File: src/rtl/harris_row_feeder_if.sv
// Frame-RAM read bus and detector pixel stream used by harris_row_feeder.
interface harris_row_feeder_if #(
    parameter int ADDR_W = 19
);
    logic              mem_rd_en;
    logic [ADDR_W-1:0] mem_addr;
    logic [7:0]        mem_rdata;
    logic [7:0]        pixel;
    logic              pixel_valid;

    // Feeder side: drives reads and the pixel stream.
    modport master (
        output mem_rd_en,
        output mem_addr,
        input  mem_rdata,
        output pixel,
        output pixel_valid
    );

    // Memory/detector side.
    modport slave (
        input  mem_rd_en,
        input  mem_addr,
        output mem_rdata,
        input  pixel,
        input  pixel_valid
    );
endinterface

File: src/rtl/harris_row_feeder.sv
// Streams a greyscale frame from a synchronous-read RAM to the Harris detector:
// preloads PRELOAD_ROWS rows back-to-back, then one row per row_req rising edge.
module harris_row_feeder #(
    parameter int ROW_LEN      = 480,
    parameter int NUM_ROWS     = 640,
    parameter int PRELOAD_ROWS = 7,
    parameter int ADDR_W       = 19
) (
    input  logic                       clk,
    input  logic                       reset,
    input  logic                       start,
    input  logic                       row_req,
    harris_row_feeder_if.master        bus,
    output logic                       busy,
    output logic                       frame_done,
    output logic [9:0]                 rows_sent,
    output logic                       req_overrun
);
    localparam int               COL_W      = (ROW_LEN > 1) ? $clog2(ROW_LEN) : 1;
    localparam logic [COL_W-1:0] COL_LAST   = COL_W'(ROW_LEN - 1);
    localparam logic [9:0]       ROWS_TOTAL = 10'(NUM_ROWS);
    localparam logic [9:0]       ROWS_PRE   = 10'(PRELOAD_ROWS);

    typedef enum logic [2:0] {
        S_IDLE,
        S_PRELOAD,
        S_WAIT_REQ,
        S_ROW,
        S_DONE
    } state_t;

    state_t            state_q, state_d;
    logic              rd_en_q, rd_en_d;
    logic [ADDR_W-1:0] addr_q, addr_d;
    logic [ADDR_W-1:0] cnt_q, cnt_d;
    logic [COL_W-1:0]  col_q, col_d;
    logic [9:0]        rows_sent_q, rows_sent_d;
    logic              pending_q, pending_d;
    logic              overrun_q, overrun_d;
    logic              row_req_q, row_req_d;
    logic              rd1_q, rd1_d;
    logic [7:0]        pixel_q, pixel_d;
    logic              pixel_valid_q, pixel_valid_d;
    logic              busy_q, busy_d;
    logic              frame_done_q, frame_done_d;

    logic              row_edge;
    logic              issue;
    logic              preload_phase;
    logic [ADDR_W-1:0] cnt_base;
    logic [COL_W-1:0]  col_base;
    logic [9:0]        rows_base;
    logic [9:0]        rows_new;

    // Next-state, read issue, request bookkeeping and data pipeline.
    // ROW spends one idle cycle before its first read; combined with the FSM
    // leaving a burst on the edge that issues its last read, both a fresh
    // request (R+1) and a pending one (2 cycles after the last read) line up.
    always_comb begin
        row_edge      = row_req & ~row_req_q;
        state_d       = state_q;
        rd_en_d       = 1'b0;
        addr_d        = addr_q;
        cnt_d         = cnt_q;
        col_d         = col_q;
        rows_sent_d   = rows_sent_q;
        pending_d     = pending_q;
        overrun_d     = overrun_q;
        frame_done_d  = 1'b0;
        issue         = 1'b0;
        preload_phase = 1'b0;
        cnt_base      = cnt_q;
        col_base      = col_q;
        rows_base     = rows_sent_q;
        rows_new      = rows_sent_q;

        if ((state_q == S_PRELOAD || state_q == S_ROW) && row_edge) begin
            if (pending_q) overrun_d = 1'b1;
            else           pending_d = 1'b1;
        end

        unique case (state_q)
            S_IDLE: begin
                if (start && !busy_q) begin
                    state_d       = S_PRELOAD;
                    issue         = 1'b1;
                    preload_phase = 1'b1;
                    cnt_base      = '0;
                    col_base      = '0;
                    rows_base     = '0;
                    rows_sent_d   = '0;
                    pending_d     = 1'b0;
                    overrun_d     = 1'b0;
                end
            end
            S_PRELOAD: begin
                issue         = 1'b1;
                preload_phase = 1'b1;
            end
            S_WAIT_REQ: begin
                if (pending_q || row_edge) begin
                    state_d   = S_ROW;
                    pending_d = pending_q & row_edge;
                end
            end
            S_ROW: issue = 1'b1;
            S_DONE: begin
                if (!rd_en_q && !rd1_q) begin
                    state_d      = S_IDLE;
                    frame_done_d = 1'b1;
                end
            end
            default: state_d = S_IDLE;
        endcase

        if (issue) begin
            rd_en_d = 1'b1;
            addr_d  = cnt_base;
            cnt_d   = cnt_base + ADDR_W'(1);
            if (col_base == COL_LAST) begin
                col_d       = '0;
                rows_new    = rows_base + 10'd1;
                rows_sent_d = rows_new;
                if (rows_new >= ROWS_TOTAL)                    state_d = S_DONE;
                else if (preload_phase && rows_new < ROWS_PRE) state_d = S_PRELOAD;
                else                                           state_d = S_WAIT_REQ;
            end else begin
                col_d = col_base + COL_W'(1);
            end
        end

        row_req_d     = row_req;
        rd1_d         = rd_en_q;
        pixel_valid_d = rd1_q;
        pixel_d       = rd1_q ? bus.mem_rdata : pixel_q;
        busy_d        = (state_d != S_IDLE) || frame_done_d;
    end

    // State and output registers; synchronous reset clears everything.
    always_ff @(posedge clk) begin
        if (reset) begin
            state_q       <= S_IDLE;
            rd_en_q       <= 1'b0;
            addr_q        <= '0;
            cnt_q         <= '0;
            col_q         <= '0;
            rows_sent_q   <= '0;
            pending_q     <= 1'b0;
            overrun_q     <= 1'b0;
            row_req_q     <= 1'b0;
            rd1_q         <= 1'b0;
            pixel_q       <= '0;
            pixel_valid_q <= 1'b0;
            busy_q        <= 1'b0;
            frame_done_q  <= 1'b0;
        end else begin
            state_q       <= state_d;
            rd_en_q       <= rd_en_d;
            addr_q        <= addr_d;
            cnt_q         <= cnt_d;
            col_q         <= col_d;
            rows_sent_q   <= rows_sent_d;
            pending_q     <= pending_d;
            overrun_q     <= overrun_d;
            row_req_q     <= row_req_d;
            rd1_q         <= rd1_d;
            pixel_q       <= pixel_d;
            pixel_valid_q <= pixel_valid_d;
            busy_q        <= busy_d;
            frame_done_q  <= frame_done_d;
        end
    end

    assign bus.mem_rd_en   = rd_en_q;
    assign bus.mem_addr    = addr_q;
    assign bus.pixel       = pixel_q;
    assign bus.pixel_valid = pixel_valid_q;
    assign busy            = busy_q;
    assign frame_done      = frame_done_q;
    assign rows_sent       = rows_sent_q;
    assign req_overrun     = overrun_q;
endmodule

File: src/flat_wrapper.sv
// flat-port wrapper written by rule: the top's interface ports become plain ports
module harris_row_feeder_flat 
#(
    parameter int ROW_LEN      = 480,
    parameter int NUM_ROWS     = 640,
    parameter int PRELOAD_ROWS = 7,
    parameter int ADDR_W       = 19
)
  (clk, reset, start, row_req, busy, frame_done, rows_sent, req_overrun, bus_mem_rd_en, bus_mem_addr, bus_mem_rdata, bus_pixel, bus_pixel_valid);
  harris_row_feeder_if #(.ADDR_W(ADDR_W)) bus_i ();
  input  logic clk;
  input  logic reset;
  input  logic start;
  input  logic row_req;
  output logic busy;
  output logic frame_done;
  output logic [9:0] rows_sent;
  output logic req_overrun;
  output wire logic [$bits(bus_i.mem_rd_en)-1:0] bus_mem_rd_en;
  output wire logic [$bits(bus_i.mem_addr)-1:0] bus_mem_addr;
  input wire logic [$bits(bus_i.mem_rdata)-1:0] bus_mem_rdata;
  output wire logic [$bits(bus_i.pixel)-1:0] bus_pixel;
  output wire logic [$bits(bus_i.pixel_valid)-1:0] bus_pixel_valid;
  assign bus_mem_rd_en = bus_i.mem_rd_en;
  assign bus_mem_addr = bus_i.mem_addr;
  assign bus_i.mem_rdata = bus_mem_rdata;
  assign bus_pixel = bus_i.pixel;
  assign bus_pixel_valid = bus_i.pixel_valid;
  harris_row_feeder #(.ROW_LEN(ROW_LEN), .NUM_ROWS(NUM_ROWS), .PRELOAD_ROWS(PRELOAD_ROWS), .ADDR_W(ADDR_W)) u_core (.clk(clk), .reset(reset), .start(start), .row_req(row_req), .bus(bus_i), .busy(busy), .frame_done(frame_done), .rows_sent(rows_sent), .req_overrun(req_overrun));
endmodule
File: config.mk
export PLATFORM = sky130hd
export DESIGN_NAME = harris_row_feeder_flat
export DESIGN_NICKNAME = d
export VERILOG_FILES = /design/src/rtl/harris_row_feeder_if.sv /design/src/rtl/harris_row_feeder.sv /design/src/flat_wrapper.sv
export SDC_FILE = /design/constraint.sdc
export NUM_CORES = 1
export LEC_CHECK = 0
export BUFFER_PORTS_ARGS = -buffer_cell sky130_fd_sc_hd__buf_2
export CAP_MARGIN = 40
export CORE_AREA = 3 3 102 75
export DETAILED_ROUTE_END_ITERATION = 10
export DIE_AREA = 0 0 105 78
export PLACE_DENSITY = 0.73
export SLEW_MARGIN = 40
export SYNTH_ARGS = -nofsm -noshare
export SYNTH_HDL_FRONTEND = slang
export SYNTH_SLANG_ARGS = --single-unit
File: constraint.sdc
create_clock -name clk -period 2.75 [get_ports clk]
set_input_delay 0.1375 -clock clk [delete_from_list [all_inputs] [get_ports clk]]
set_output_delay 0.1375 -clock clk [all_outputs]
set_load 0.01 [all_outputs]
# Word-level counts from Yosys, hierarchy flattened

Cells that the tools add are included.

Register bits: 76
Input port bits: 12
Output and inout bits: 42
Word-level logic and storage cells: 71

$add $sub $neg: 3
$lt $le $gt $ge: 2
Equality and inequality tests: 5
Mux-type cells: 31
Bitwise operators: 3
Reductions and logical operators: 13

Operator list:

| operator                                                               | number |
|---|---|
| 10-bit 2-to-1 mux                                                      | 4 |
| 19-bit 2-to-1 mux                                                      | 2 |
| 9-bit 2-to-1 mux                                                       | 3 |
| 19-bit by 1-bit adder with 19-bit output (second input constant)       | 1 |
| 3-bit 2-to-1 mux                                                       | 6 |
| 3-bit case mux with 4 select lines                                     | 1 |
| 1-bit 2-to-1 mux                                                       | 11 |
| 10-bit by 1-bit adder with 10-bit output (second input constant)       | 1 |
| 10-bit greater-or-equal comparator (second input constant)             | 1 |
| 10-bit by 3-bit < comparator with 1-bit output (second input constant) | 1 |
| 9-bit by 1-bit adder with 9-bit output (second input constant)         | 1 |
| 9-bit == test (second input constant)                                  | 1 |
| 3-bit by 2-bit == test with 1-bit output (second input constant)       | 2 |
| 1-bit case mux with 2 select lines                                     | 3 |
| 1-bit logical AND                                                      | 4 |
| 3-bit by 1-bit == test with 1-bit output (second input constant)       | 1 |
| 3-bit == test (second input constant)                                  | 1 |
| 1-bit logical NOT                                                      | 3 |
| 3-bit logical NOT                                                      | 1 |
| 1-bit logical OR                                                       | 3 |
| 3-bit nonzero test                                                     | 1 |
| 1-bit bitwise AND                                                      | 2 |
| 2-bit 2-to-1 mux                                                       | 1 |
| 2-bit OR reduction                                                     | 1 |
| 1-bit NOT                                                              | 1 |

# Depth between registers and ports, before layout

Depth after elaboration: 13
Mapped depth: 12
Mapped depth without buffers: 10

# Least setup slack after synthesis

OpenSTA, ideal clock, no wires.

Path kind: flip-flop to flip-flop
From: reg u_core.busy_q, in the netlist u_core.busy
To: reg u_core.busy_q, in the netlist u_core.busy
Library setup time: 0.074 ns
Data arrival time: 2.640 ns
Data required time: 2.676 ns
Setup slack: 0.035 ns
Stages on the path, launching flop included: 13
Buffers on the path: 2
Clock period less this slack: 2.715 ns
Cell sequence: dfxtp_1 nand2b_1 or4_4 buf_6 buf_6 and2_1 ha_1 and4_1 nand2_1 nor2_2 a2111oi_0 a31oi_1 a31oi_1

Word-level cells in the longest chain between the ends: 13
Elaborated cells on any way between the ends: 22
Those cells by class: add/sub (1); order compare (2); eq/ne (1); mux (13); reduce/logical (5)

RTL lines:

| item                                           | RTL line                 | text |
|---|---|---|
| start: declaration                             | harris_row_feeder.sv:44  | `logic busy_q, busy_d;` |
| start signal: assignment                       | harris_row_feeder.sv:169 | `busy_q <= busy_d;` |
| 1-bit logical NOT *                            | harris_row_feeder.sv:84  | `if (start && !busy_q) begin` |
| 1-bit logical AND *                            | harris_row_feeder.sv:84  |  |
| 10-bit 2-to-1 mux                              | harris_row_feeder.sv:84  |  |
| 10-bit 2-to-1 mux                              | harris_row_feeder.sv:82  | `unique case (state_q)` |
| 10-bit by 1-bit adder with 10-bit output       | harris_row_feeder.sv:122 | `rows_new = rows_base + 10'd1;` |
| 10-bit by 3-bit < comparator with 1-bit output | harris_row_feeder.sv:125 | `else if (preload_phase && rows_new < ROWS_PRE) state_d = S_PRELOAD;` |
| 1-bit logical AND                              | harris_row_feeder.sv:125 |  |
| 2-bit 2-to-1 mux                               | harris_row_feeder.sv:125 |  |
| 3-bit 2-to-1 mux                               | harris_row_feeder.sv:124 | `if (rows_new >= ROWS_TOTAL) state_d = S_DONE;` |
| 3-bit 2-to-1 mux                               | harris_row_feeder.sv:120 | `if (col_base == COL_LAST) begin` |
| 3-bit 2-to-1 mux *                             | harris_row_feeder.sv:116 | `if (issue) begin` |
| 3-bit nonzero test *                           | harris_row_feeder.sv:136 | `busy_d = (state_d != S_IDLE) \|\| frame_done_d;` |
| 1-bit logical OR *                             | harris_row_feeder.sv:136 |  |

Every way passes the cells marked *; elsewhere a longest branch is shown, timed or not.
A chain may end at the register's enable or synchronous reset.

# Final worst setup path

Same ends and word-level chain as after synthesis.

==> out/results.txt <==
Outcome: complete, no violations
Total chip power: 2040 uW
Die extent in x: 105 um
Number of H-tree branching levels: 3
Synth-to-layout area growth: 15.8%
Clock insertion delay at the later pin of the skew report: 0.35 ns
Via count of the first global-routing pass: 2671
# fillers: 638
Series of cell instances along the critical path: nand2b_1 -> or4_4 -> and2_1 -> ha_1 -> and4_1 -> nand2_1 -> nor2_2 -> a2111oi_2 -> a31oi_1 -> a31oi_1
Share of the yosys chip area belonging to registers: 45.4%
Hold-fix buffer count after cts: 0
Number of antenna cells inserted: 0
Inst Count DP: 536
Cell with the largest stage delay on the worst path: sky130_fd_sc_hd__or4_4
Vias per std cell: 5.26
Maximum buffer depth of the clock tree: 2
WHS Path Cells: 3
Hold Path Class: in2reg
Setup slack of the worst register-to-register path: 0.19 ns
Port Buffer Count: 53
Post-Synthesis Cells: 399
Net Count, Synth: 414
Remaining antenna violation count after routing: 0
Sum of overflow across all layers after global routing: 0
Most used DFF post-synth: sky130_fd_sc_hd__dfxtp_1
WL final: 7.36 mm
Total negative setup slack: 0 ns
Clock skew after layout: 0.0131 ns
Maximum number of pins on one net before global-route repair: 38
Area of the placeable core: 6690 um2
Placement row count: 25
Effective utilization at floorplan: 50.0%
Count of final max-slew check failures: 0
Worst flop-to-flop path endpoint: u_core.busy
Number of distinct library cells after synthesis: 53
Final core area utilization: 57.9%
Top-level I/O count: 54
TritonCTS clock tree: built
Startpoint class of the critical path: flip-flop
WL per Instance: 13.3 um
Worst-path clk slew: 0.08 ns
Number of max-capacitance violations reported: 0
Fraction of final layout cells sized beyond drive strength 1: 19.9%
Initial antenna violation count: 0
Fin crit period: 2.56 ns
Maximum cell stage delay along the critical path: 0.48 ns
Max Fclk: 391 MHz
Kind of end point of the critical path: flip-flop
Number of standard cells in the final layout excluding fillers: 552
Router iterations before antenna repair: 4
Transition at the pin with the smallest max-transition slack: 0.606 ns
Num CTS Buffers: 9
Library cell used as clock root buffer: sky130_fd_sc_hd__clkbuf_8
NumNets Final: 468
Critical path class: reg2reg
Proportion of synthesized flip-flops having asynchronous set or reset: 0%
Estimated wirelength of the detail-placed design: 5.19 mm
Capture endpoint of the worst hold path: u_core.bus.pixel[3]
Tcrit/Tclk final: 93.1%
Via count: 2905
Worst ir drop on vdd: 0.000310 V
Worst-case headroom to the max-slew limit: 59.0%
EDFF count, synth: 0
Full die area: 8190 um2
Unrepaired setup endpoints after global routing: no
Clock Sink Count: 76
Cell repeated most along the worst path: sky130_fd_sc_hd__a31oi_1
First-pass GRT wire length: 12.5 mm
Launch instance of the worst min-delay path: bus_mem_rdata[3]
Reg2reg path depth: 10
Final Hold Viols: 0
Arrival time reported for the critical path endpoint: 2.84 ns
Post-synth top area share: 45.4%
Syn Std Cell Area: 3350 um2
RePlAce Congestion: 0.913
Post-route DRC: 0
Register bit total from synthesis: 76
Biggest area contributors in the synthesized netlist: sky130_fd_sc_hd__dfxtp_1 45%, sky130_fd_sc_hd__nand2_1 7.5%, sky130_fd_sc_hd__a21oi_1 6.1%
Required time of the worst setup path: 3.03 ns
Most area-hungry cell type in the Yosys netlist: sky130_fd_sc_hd__dfxtp_1
Die H: 78 um
Power per Cell Area: 527 nW/um2
Count of yosys warnings during synthesis: 0
Start of the worst register-to-register path: u_core.busy
Area occupied by multi-input gates: 1710 um2
Standby leakage power: 0.00150 uW
Storage cell area: 1520 um2
Drt first-iter violations: 166
Mapped Avg Cell Area: 8.39 um2
Peak fanout along the critical path: 9
Final setup violation count: 0
GR Util All Layers: 18.6%
## worst max-delay path: cells and delay by family, from the launching register on
| family | cells | cell delay [ns] |
|---|---|---|
| and+or+nand+nor | 6 | 1.32 |
| AOI/OAI and AO/OA | 3 | 0.61 |
| DFF | 1 | 0.34 |
| adders and majority gates | 1 | 0.22 |
## routing by layer
metal | global-route usage [%] | part of all wire, % | vias to the layer above
met5 | 0 | 0 | -
li1 | - | - | 1487
met2 | 28.0 | 43 | 88
met1 | 25.2 | 48 | 1323
met3 | 7.81 | 8.6 | 7
met4 | 3.54 | 0.71 | 0
## how the worst max path moves through the flow
stage	startpoint	endpoint	slack [ns]	depth (start not counted)
after global routing	u_core.busy	u_core.busy	0.01	10
after global placement	u_core.busy	u_core.busy	0.27	10
after detailed placement	u_core.busy	u_core.busy	0.16	10
final	u_core.busy	u_core.busy	0.19	10
after floorplan	u_core.busy	u_core.busy	0.04	12
after CTS	u_core.busy	u_core.busy	0.14	10
## flip-flops by register name, indices dropped and copies added, names as in the netlist
| signal | count |
|---|---|
| u_core.bus.pixel | 8 |
| u_core.state_q | 3 |
| u_core.frame_done | 1 |
| u_core.busy | 1 |
| u_core.pending_q | 1 |
| u_core.bus.mem_rd_en | 1 |
| u_core.col_q | 9 |
| u_core.req_overrun | 1 |
| u_core.pixel_valid_d | 1 |
| u_core.bus.mem_addr | 19 |
| u_core.cnt_q | 19 |
| u_core.rows_sent | 10 |
| u_core.bus.pixel_valid | 1 |
| u_core.row_req_q | 1 |
## power by group
group          switching, uW  internal, uW  total, uW
Clock                    408           326        734
Combinational            106          61.6        168
Sequential              19.3          1120       1140
Total                    533          1510       2040
## stage by stage
| step | cell area, um2 | setup WS, ns | hold slack, ns |
|---|---|---|---|
| 2_1_floorplan | 3350 | 0.0352 | 0.266 |
| 3_5_place_dp | 3700 | 0.159 | 0.385 |
| 4_1_cts | 3870 | 0.144 | 0.00624 |
| 5_1_grt | 3880 | 0.0133 | 0.0194 |
| 6_report | 3880 | 0.191 | 0.0221 |
| 3_3_place_gp | 3700 | 0.269 | 0.371 |
## logic make-up (layout without fill, tap and decap cells)
| kind of cell | count (synthesis) | in the layout | synth area share, % |
|---|---|---|---|
| adders and majority gates | 3 | 3 | 1.12 |
| and+or+nand+nor | 195 | 195 | 29.2 |
| AOI/OAI and AO/OA | 74 | 74 | 12.6 |
| xor gates and xnor gates | 20 | 20 | 5.23 |
| buffers and inverters | 22 | 81 | 3.62 |
| DFF | 76 | 76 | 45.4 |
| muxes | 9 | 9 | 2.73 |
## timing repair
item | CTS | global route
endpoints found under the setup margin | 0 | 1
setup buffers | 0 | 0
endpoints found under the hold margin | 0 | 0
resized for setup | 0 | 2
## placed cells by master, fill, tap and decap left out, types with 2 or more instances in the layout
master and n:
sky130_fd_sc_hd__a211oi_1 2, sky130_fd_sc_hd__a21oi_1 41, sky130_fd_sc_hd__a31oi_1 3, sky130_fd_sc_hd__and2_1 7
sky130_fd_sc_hd__and3_1 7, sky130_fd_sc_hd__and4_1 2, sky130_fd_sc_hd__buf_2 53, sky130_fd_sc_hd__buf_4 9
sky130_fd_sc_hd__clkbuf_8 9, sky130_fd_sc_hd__clkinv_2 3, sky130_fd_sc_hd__clkinvlp_4 2, sky130_fd_sc_hd__dfxtp_1 76
sky130_fd_sc_hd__ha_1 3, sky130_fd_sc_hd__inv_1 2, sky130_fd_sc_hd__mux2i_1 8, sky130_fd_sc_hd__nand2_1 67
sky130_fd_sc_hd__nand2b_1 5, sky130_fd_sc_hd__nand3_1 13, sky130_fd_sc_hd__nand4_1 10, sky130_fd_sc_hd__nor2_1 43
sky130_fd_sc_hd__nor2_2 2, sky130_fd_sc_hd__nor2b_1 6, sky130_fd_sc_hd__nor3_1 9, sky130_fd_sc_hd__nor4_1 2
sky130_fd_sc_hd__nor4b_1 2, sky130_fd_sc_hd__o211ai_1 3, sky130_fd_sc_hd__o21ai_0 16, sky130_fd_sc_hd__or3_1 6
sky130_fd_sc_hd__xnor2_1 7, sky130_fd_sc_hd__xor2_1 13
## area by class of cell
class,instances,area share [%]
sequential,76,39.2
timing repair buffer,63,9.10
multi-input combinational,301,44.1
clock buffer,10,3.29
inverter,2,0.194
clock inverter,6,1.00
tap,94,3.03
## cells in the mapped netlist (3+ instances only)
library cell               count
sky130_fd_sc_hd__dfxtp_1      76
sky130_fd_sc_hd__nand2_1      67
sky130_fd_sc_hd__nor2_1       43
sky130_fd_sc_hd__a21oi_1      41
sky130_fd_sc_hd__o21ai_0      16
sky130_fd_sc_hd__nand3_1      13
sky130_fd_sc_hd__xor2_1       13
sky130_fd_sc_hd__nand4_1      10
sky130_fd_sc_hd__clkbuf_1      9
sky130_fd_sc_hd__nor3_1        9
sky130_fd_sc_hd__mux2i_1       8
sky130_fd_sc_hd__and2_1        7
sky130_fd_sc_hd__and3_1        7
sky130_fd_sc_hd__xnor2_1       7
sky130_fd_sc_hd__nor2b_1       6
sky130_fd_sc_hd__or3_1         6
sky130_fd_sc_hd__nand2b_1      5
sky130_fd_sc_hd__buf_2         4
sky130_fd_sc_hd__a31oi_1       3
sky130_fd_sc_hd__buf_4         3
sky130_fd_sc_hd__buf_6         3
sky130_fd_sc_hd__ha_1          3
sky130_fd_sc_hd__o211ai_1      3
No activity file was read; power rests on OpenSTA's default activity.
